### src/rtl/lzw_stream_encoder.sv
// rtl/lzw_stream_encoder.sv - streaming LZW encoder with a linear-search register dictionary
module lzw_stream_encoder #(
    parameter int DATA_WIDTH = 8,
    parameter int CODE_WIDTH = 12,
    parameter int DICT_DEPTH = 64,
    parameter int FULL_MODE  = 0
) (
    input  logic                              clk,
    input  logic                              rst,
    input  logic                              cs,
    input  logic                              in_valid,
    output logic                              in_ready,
    input  logic [DATA_WIDTH-1:0]             in_data,
    input  logic                              in_last,
    output logic                              out_valid,
    input  logic                              out_ready,
    output logic [CODE_WIDTH-1:0]             out_code,
    output logic                              out_last,
    output logic                              busy,
    output logic [$clog2(DICT_DEPTH+1)-1:0]   dict_count
);
    localparam int CNT_W = $clog2(DICT_DEPTH + 1);
    localparam int IDX_W = (DICT_DEPTH > 1) ? $clog2(DICT_DEPTH) : 1;
    localparam logic [CODE_WIDTH-1:0] CLEAR_CODE = CODE_WIDTH'(2 ** DATA_WIDTH);
    localparam logic [CODE_WIDTH-1:0] ENTRY_BASE = CODE_WIDTH'(2 ** DATA_WIDTH + 1);
    localparam logic [CNT_W-1:0]      DEPTH_CNT  = CNT_W'(DICT_DEPTH);

    typedef enum logic [2:0] {
        IDLE, FIRST, WAIT_IN, SEARCH, EMIT, EMIT_CLR, EMIT_LAST
    } state_t;

    state_t                 state;
    logic [CODE_WIDTH-1:0]  w;
    logic [DATA_WIDTH-1:0]  c;
    logic                   last_q;
    logic [CNT_W-1:0]       idx;

    logic [CODE_WIDTH-1:0]  dict_prefix [DICT_DEPTH];
    logic [DATA_WIDTH-1:0]  dict_sym    [DICT_DEPTH];

    logic [IDX_W-1:0]       rd_idx;
    logic [IDX_W-1:0]       wr_idx;
    logic                   entry_hit;
    logic                   search_miss;
    logic                   dict_we;
    logic [CODE_WIDTH-1:0]  entry_code;
    logic [CODE_WIDTH-1:0]  c_code;
    logic [CODE_WIDTH-1:0]  in_code;

    // idx can equal dict_count (== DICT_DEPTH when frozen); the miss test wins before the truncated read matters
    assign rd_idx      = idx[IDX_W-1:0];
    assign wr_idx      = dict_count[IDX_W-1:0];
    assign search_miss = (idx == dict_count);
    assign entry_hit   = (dict_prefix[rd_idx] == w) && (dict_sym[rd_idx] == c);
    assign entry_code  = ENTRY_BASE + CODE_WIDTH'(idx);
    assign c_code      = {{(CODE_WIDTH-DATA_WIDTH){1'b0}}, c};
    assign in_code     = {{(CODE_WIDTH-DATA_WIDTH){1'b0}}, in_data};
    assign dict_we     = (state == SEARCH) && search_miss && (dict_count < DEPTH_CNT);

    // Dictionary storage: learned (prefix, symbol) pair lands at index dict_count on a miss
    always_ff @(posedge clk) begin
        if (dict_we) begin
            dict_prefix[wr_idx] <= w;
            dict_sym[wr_idx]    <= c;
        end
    end

    // Control FSM; every output is registered alongside the state it belongs to
    always_ff @(posedge clk) begin
        if (rst) begin
            state      <= IDLE;
            in_ready   <= 1'b0;
            out_valid  <= 1'b0;
            out_last   <= 1'b0;
            out_code   <= '0;
            busy       <= 1'b0;
            dict_count <= '0;
            w          <= '0;
            c          <= '0;
            last_q     <= 1'b0;
            idx        <= '0;
        end else begin
            case (state)
                IDLE: begin
                    if (cs) begin
                        state      <= FIRST;
                        dict_count <= '0;
                        in_ready   <= 1'b1;
                        busy       <= 1'b1;
                    end
                end
                FIRST: begin
                    if (in_valid) begin
                        w <= in_code;
                        if (in_last) begin
                            state     <= EMIT_LAST;
                            in_ready  <= 1'b0;
                            out_valid <= 1'b1;
                            out_last  <= 1'b1;
                            out_code  <= in_code;
                        end else begin
                            state <= WAIT_IN;
                        end
                    end
                end
                WAIT_IN: begin
                    if (in_valid) begin
                        c        <= in_data;
                        last_q   <= in_last;
                        idx      <= '0;
                        in_ready <= 1'b0;
                        state    <= SEARCH;
                    end
                end
                SEARCH: begin
                    if (search_miss) begin
                        out_code  <= w;
                        out_valid <= 1'b1;
                        w         <= c_code;
                        state     <= EMIT;
                        if (dict_count < DEPTH_CNT) begin
                            dict_count <= dict_count + 1'b1;
                        end
                    end else if (entry_hit) begin
                        w <= entry_code;
                        if (last_q) begin
                            state     <= EMIT_LAST;
                            out_valid <= 1'b1;
                            out_last  <= 1'b1;
                            out_code  <= entry_code;
                        end else begin
                            state    <= WAIT_IN;
                            in_ready <= 1'b1;
                        end
                    end else begin
                        idx <= idx + 1'b1;
                    end
                end
                EMIT: begin
                    if (out_ready) begin
                        if ((FULL_MODE == 1) && (dict_count == DEPTH_CNT)) begin
                            state    <= EMIT_CLR;
                            out_code <= CLEAR_CODE;
                        end else if (last_q) begin
                            state    <= EMIT_LAST;
                            out_code <= w;
                            out_last <= 1'b1;
                        end else begin
                            state     <= WAIT_IN;
                            out_valid <= 1'b0;
                            in_ready  <= 1'b1;
                        end
                    end
                end
                EMIT_CLR: begin
                    if (out_ready) begin
                        dict_count <= '0;
                        if (last_q) begin
                            state    <= EMIT_LAST;
                            out_code <= w;
                            out_last <= 1'b1;
                        end else begin
                            state     <= WAIT_IN;
                            out_valid <= 1'b0;
                            in_ready  <= 1'b1;
                        end
                    end
                end
                EMIT_LAST: begin
                    if (out_ready) begin
                        state     <= IDLE;
                        out_valid <= 1'b0;
                        out_last  <= 1'b0;
                        busy      <= 1'b0;
                    end
                end
                default: begin
                    state <= IDLE;
                end
            endcase
        end
    end
endmodule

### config.mk
export PLATFORM = sky130hd
export DESIGN_NAME = lzw_stream_encoder
export DESIGN_NICKNAME = d
export VERILOG_FILES = /design/src/rtl/lzw_stream_encoder.sv
export SDC_FILE = /design/constraint.sdc
export NUM_CORES = 1
export LEC_CHECK = 0
export ABC_AREA = 1
export BUFFER_PORTS_ARGS = -buffer_cell sky130_fd_sc_hd__buf_2
export CORE_MARGIN = 8
export CORE_UTILIZATION = 25
export DETAILED_ROUTE_END_ITERATION = 8
export SLEW_MARGIN = 25
export SYNTH_ARGS = -nofsm -noshare
export SYNTH_HDL_FRONTEND = slang
export SYNTH_SLANG_ARGS = --single-unit
### constraint.sdc
create_clock -name clk -period 3.9 [get_ports clk]
set_clock_uncertainty 0.2 [all_clocks]
set_input_delay 0.39 -clock clk [delete_from_list [all_inputs] [get_ports clk]]
set_output_delay 0.39 -clock clk [all_outputs]
set_load 0.05 [all_outputs]
==> run summary <==
Global placer's final weighted congestion: 0.9210
Setup Slack @ Placement: 0.2335 ns
Top sig layer: met4
Area added between synthesis and finish: 15.95%
Initial core utilization: 25.18%
Commonest non-fill, non-tap cell in the layout: nand2_1
Max-slew violations: 0
Later-pin clock latency in the skew report: 0.73 ns
Cell Rows: 159
Worst setup SP type: flop
Number of diodes: 0
GRT Util Overall: 12.74%
Die height: 451.1 um
Cell Chain, Critical Path: buf_12 -> buf_4 -> nand2_1 -> nand3_1 -> nand3_1 -> nand2_1 -> nand2_1 -> nand3_1 -> nand3_1 -> nand3_1 -> nand2_1 -> nor2_1 -> nand2_1 -> nor2_2 -> nand4_1 -> nand3_4 -> nor2_1 -> nor2_1
Vias: 32,210
CP bufs+invs: 2
Root Buffer: clkbuf_16
Period minus WS final: 3.695 ns
Smallest setup slack after layout: 0.2050 ns
Cells after synthesis: 4,197
Port buffer count: 33
Power, Total: 40,280 uW
Clock sinks: 1,142
Pre-antenna DRT Iters: 6
Post-Route WL: 135,400 um
DIE WIDTH: 451.1 um
Slowest CP cell: dfxtp_4
Top Ports: 37
FMAX: 270.6 MHz
Grt ovf: 0
Largest stage delay on the critical path: 0.50 ns
Final Cell Area: 0.05489 sq mm
Reg-to-reg slack, setup: 0.20 ns
Met2 wire length: 63,620 um
DRT antenna net count: 0
Register bit total from synthesis: 1,142
Relative slew margins: 37.53%
RSZ-0062 raised after global routing: false
Synth unique cells: 39
Largest delay contributor family on the critical path: simple AND/OR/NAND/NOR gates
Placed cell area: 0.05123 sq mm
Vias in the first global route: 30,500
Met3 wire length: 10,390 um
Cts bufs inserted: 111
Non-filler instance count after layout: 6,881
Seq/Total Area, Yosys: 71.30%
Syn_area_per_cell: 11.28 sq um
Most frequent cells in the layout: nand2_1, edfxtp_1, nand3_1, buf_4, nor2_1
Wire length on met1: 56,390 um
Final Setup Violations: 0
First-pass GRT wire length: 200,200 um
CP max FO: 35
Share of post-route cells with drive strength above 1: 10.28%
Hold Fails Final Rpt: 0
Status: complete, no violations
Worst VDD drop: 488.8 uV
Placed cells: 6,660
Die area: 0.2035 sq mm
Routed length per instance: 19.68 um
Cell Area, Synth: 0.04734 sq mm
Reg clk slew, reported paths: 0.06 ns
Max-cap viol count: 0
Via density: 4.682
Clk buf depth: 3
Critical path type: flop to flop
Least-Margin Pin Slew: 0.9370 ns
Arrival @ worst endpoint: 4.12 ns
Min-delay worst type: flop to flop
Initial DRC Count: 3,846
PwrDens: 733.8 mW/mm^2
Htree depth: 3
HPWL after detailed placement: 80,270 um
Largest net degree at the start of global routing: 96
Tcrit/Tclk final: 94.74%
Static Leak: 0.01962 uW
CP endpoint kind: flop
Yosys warns: 0
Final net count: 4,311
CTS tree: done
Core region area: 0.1880 sq mm
Worst Path Required: 4.33 ns
Initial antenna violation count: 4
DR DRC count: 0
Yosys cell counts:
master / number / share of area, %
nand2_1: 1439 / 11
edfxtp_1: 1088 / 69
nand3_1: 903 / 9.5
nor2_1: 145 / 1.1
buf_2: 125 / 1.3
inv_1: 97 / 0.77
o21ai_0: 61 / 0.64
dfxtp_1: 54 / 2.3
buf_4: 46 / 0.73
a21oi_1: 43 / 0.45
clkbuf_1: 30 / 0.24
nor3_1: 28 / 0.30
buf_1: 25 / 0.20
buf_6: 25 / 0.59
nand4_1: 23 / 0.30
o22ai_1: 9 / 0.12
a221oi_1: 7 / 0.13
o211ai_1: 6 / 0.095
xor2_1: 6 / 0.11
clkinv_1: 4 / 0.032
inv_2: 3 / 0.024
nand3b_1: 3 / 0.048
o31ai_1: 3 / 0.048
a211oi_1: 2 / 0.032
a22oi_1: 2 / 0.032
ha_1: 2 / 0.053
nand2_4: 2 / 0.048
nand3_2: 2 / 0.042
nor2_2: 2 / 0.026
o21bai_1: 2 / 0.032
or2_2: 2 / 0.026
a2111oi_0: 1 / 0.019
a211o_1: 1 / 0.019
and2_1: 1 / 0.013
clkinv_2: 1 / 0.011
conb_1: 1 / 0.0079
nand3_4: 1 / 0.037
nand4_2: 1 / 0.026
nor4_1: 1 / 0.013
worst paths after layout:
check	from	end	cells after the start
setup reg to reg	flop	flop	18
hold / removal	in_ready	in_ready	2
setup / recovery	flop	flop	18
hold reg to reg	in_ready	in_ready	2
where the power goes:
group | total [uW] | internal [uW] | switching [uW]
clock network | 10400 | 5730 | 4630
registers | 15100 | 14600 | 554
logic | 14800 | 3990 | 10800
layout make-up:
cell class	count	area, sq um
Clock buffer	147	3032
Clock inverter	57	439.2
Fill cell	19020	133100
Inverter	105	412.9
Multi-Input combinational cell	2701	11880
Sequential cell	1142	33790
Tap cell	2495	3122
Timing Repair Buffer	234	2213
sequential cells by signal, indices dropped and copies added (netlist names), named ones only:
| register | count |
|---|---|
| idx | 7 |
| state | 3 |
| busy | 1 |
| dict_count | 7 |
| out_valid | 1 |
| out_code | 9 |
| dict_sym | 512 |
| in_ready | 1 |
| w | 9 |
| c | 8 |
| out_last | 1 |
| last_q | 1 |
| dict_prefix | 576 |
worst min-delay path, cell delays in order (launching register included):
cell,delay (ns)
dfxtp_1,0.31
nand2_1,0.06
a21oi_1,0.05
logic make-up (layout without fill, tap and decap cells):
kind of cell	Yosys count	in the layout	synth area share, %
AOI/OAI and AO/OA	137	137	1.623
xor gates and xnor gates	6	6	0.1110
buffers and inverters	356	543	3.917
adders and majority gates	2	2	0.05285
other	1	3	0.007922
and+or+nand+nor	2553	2553	22.99
DFF	1142	1142	71.30
stage by stage:
stage,hold WS [ns],util (%),TNS (ns)
detailed placement,0.2595,27.25,0
global route,0.2860,29.20,0
CTS,0.2397,29.17,0
global placement,0.2558,27.25,0
floorplan,0.2591,-,-24.50
finish,0.2648,29.20,0
what timing repair did:
item,4_1_cts,5_1_grt
hold buffers,14,0
resized for setup,0,2
hold endpoints to repair,27,0
setup buffers,0,3
endpoints found under the setup margin,0,23
routing by layer:
layer  vias up  GRT usage, %
li1      14850             -
met1     15880         16.81
met2      1238         20.83
met3       244         2.554
met4         0         4.543
met5         -             0
(Power assumes the default switching activity.)
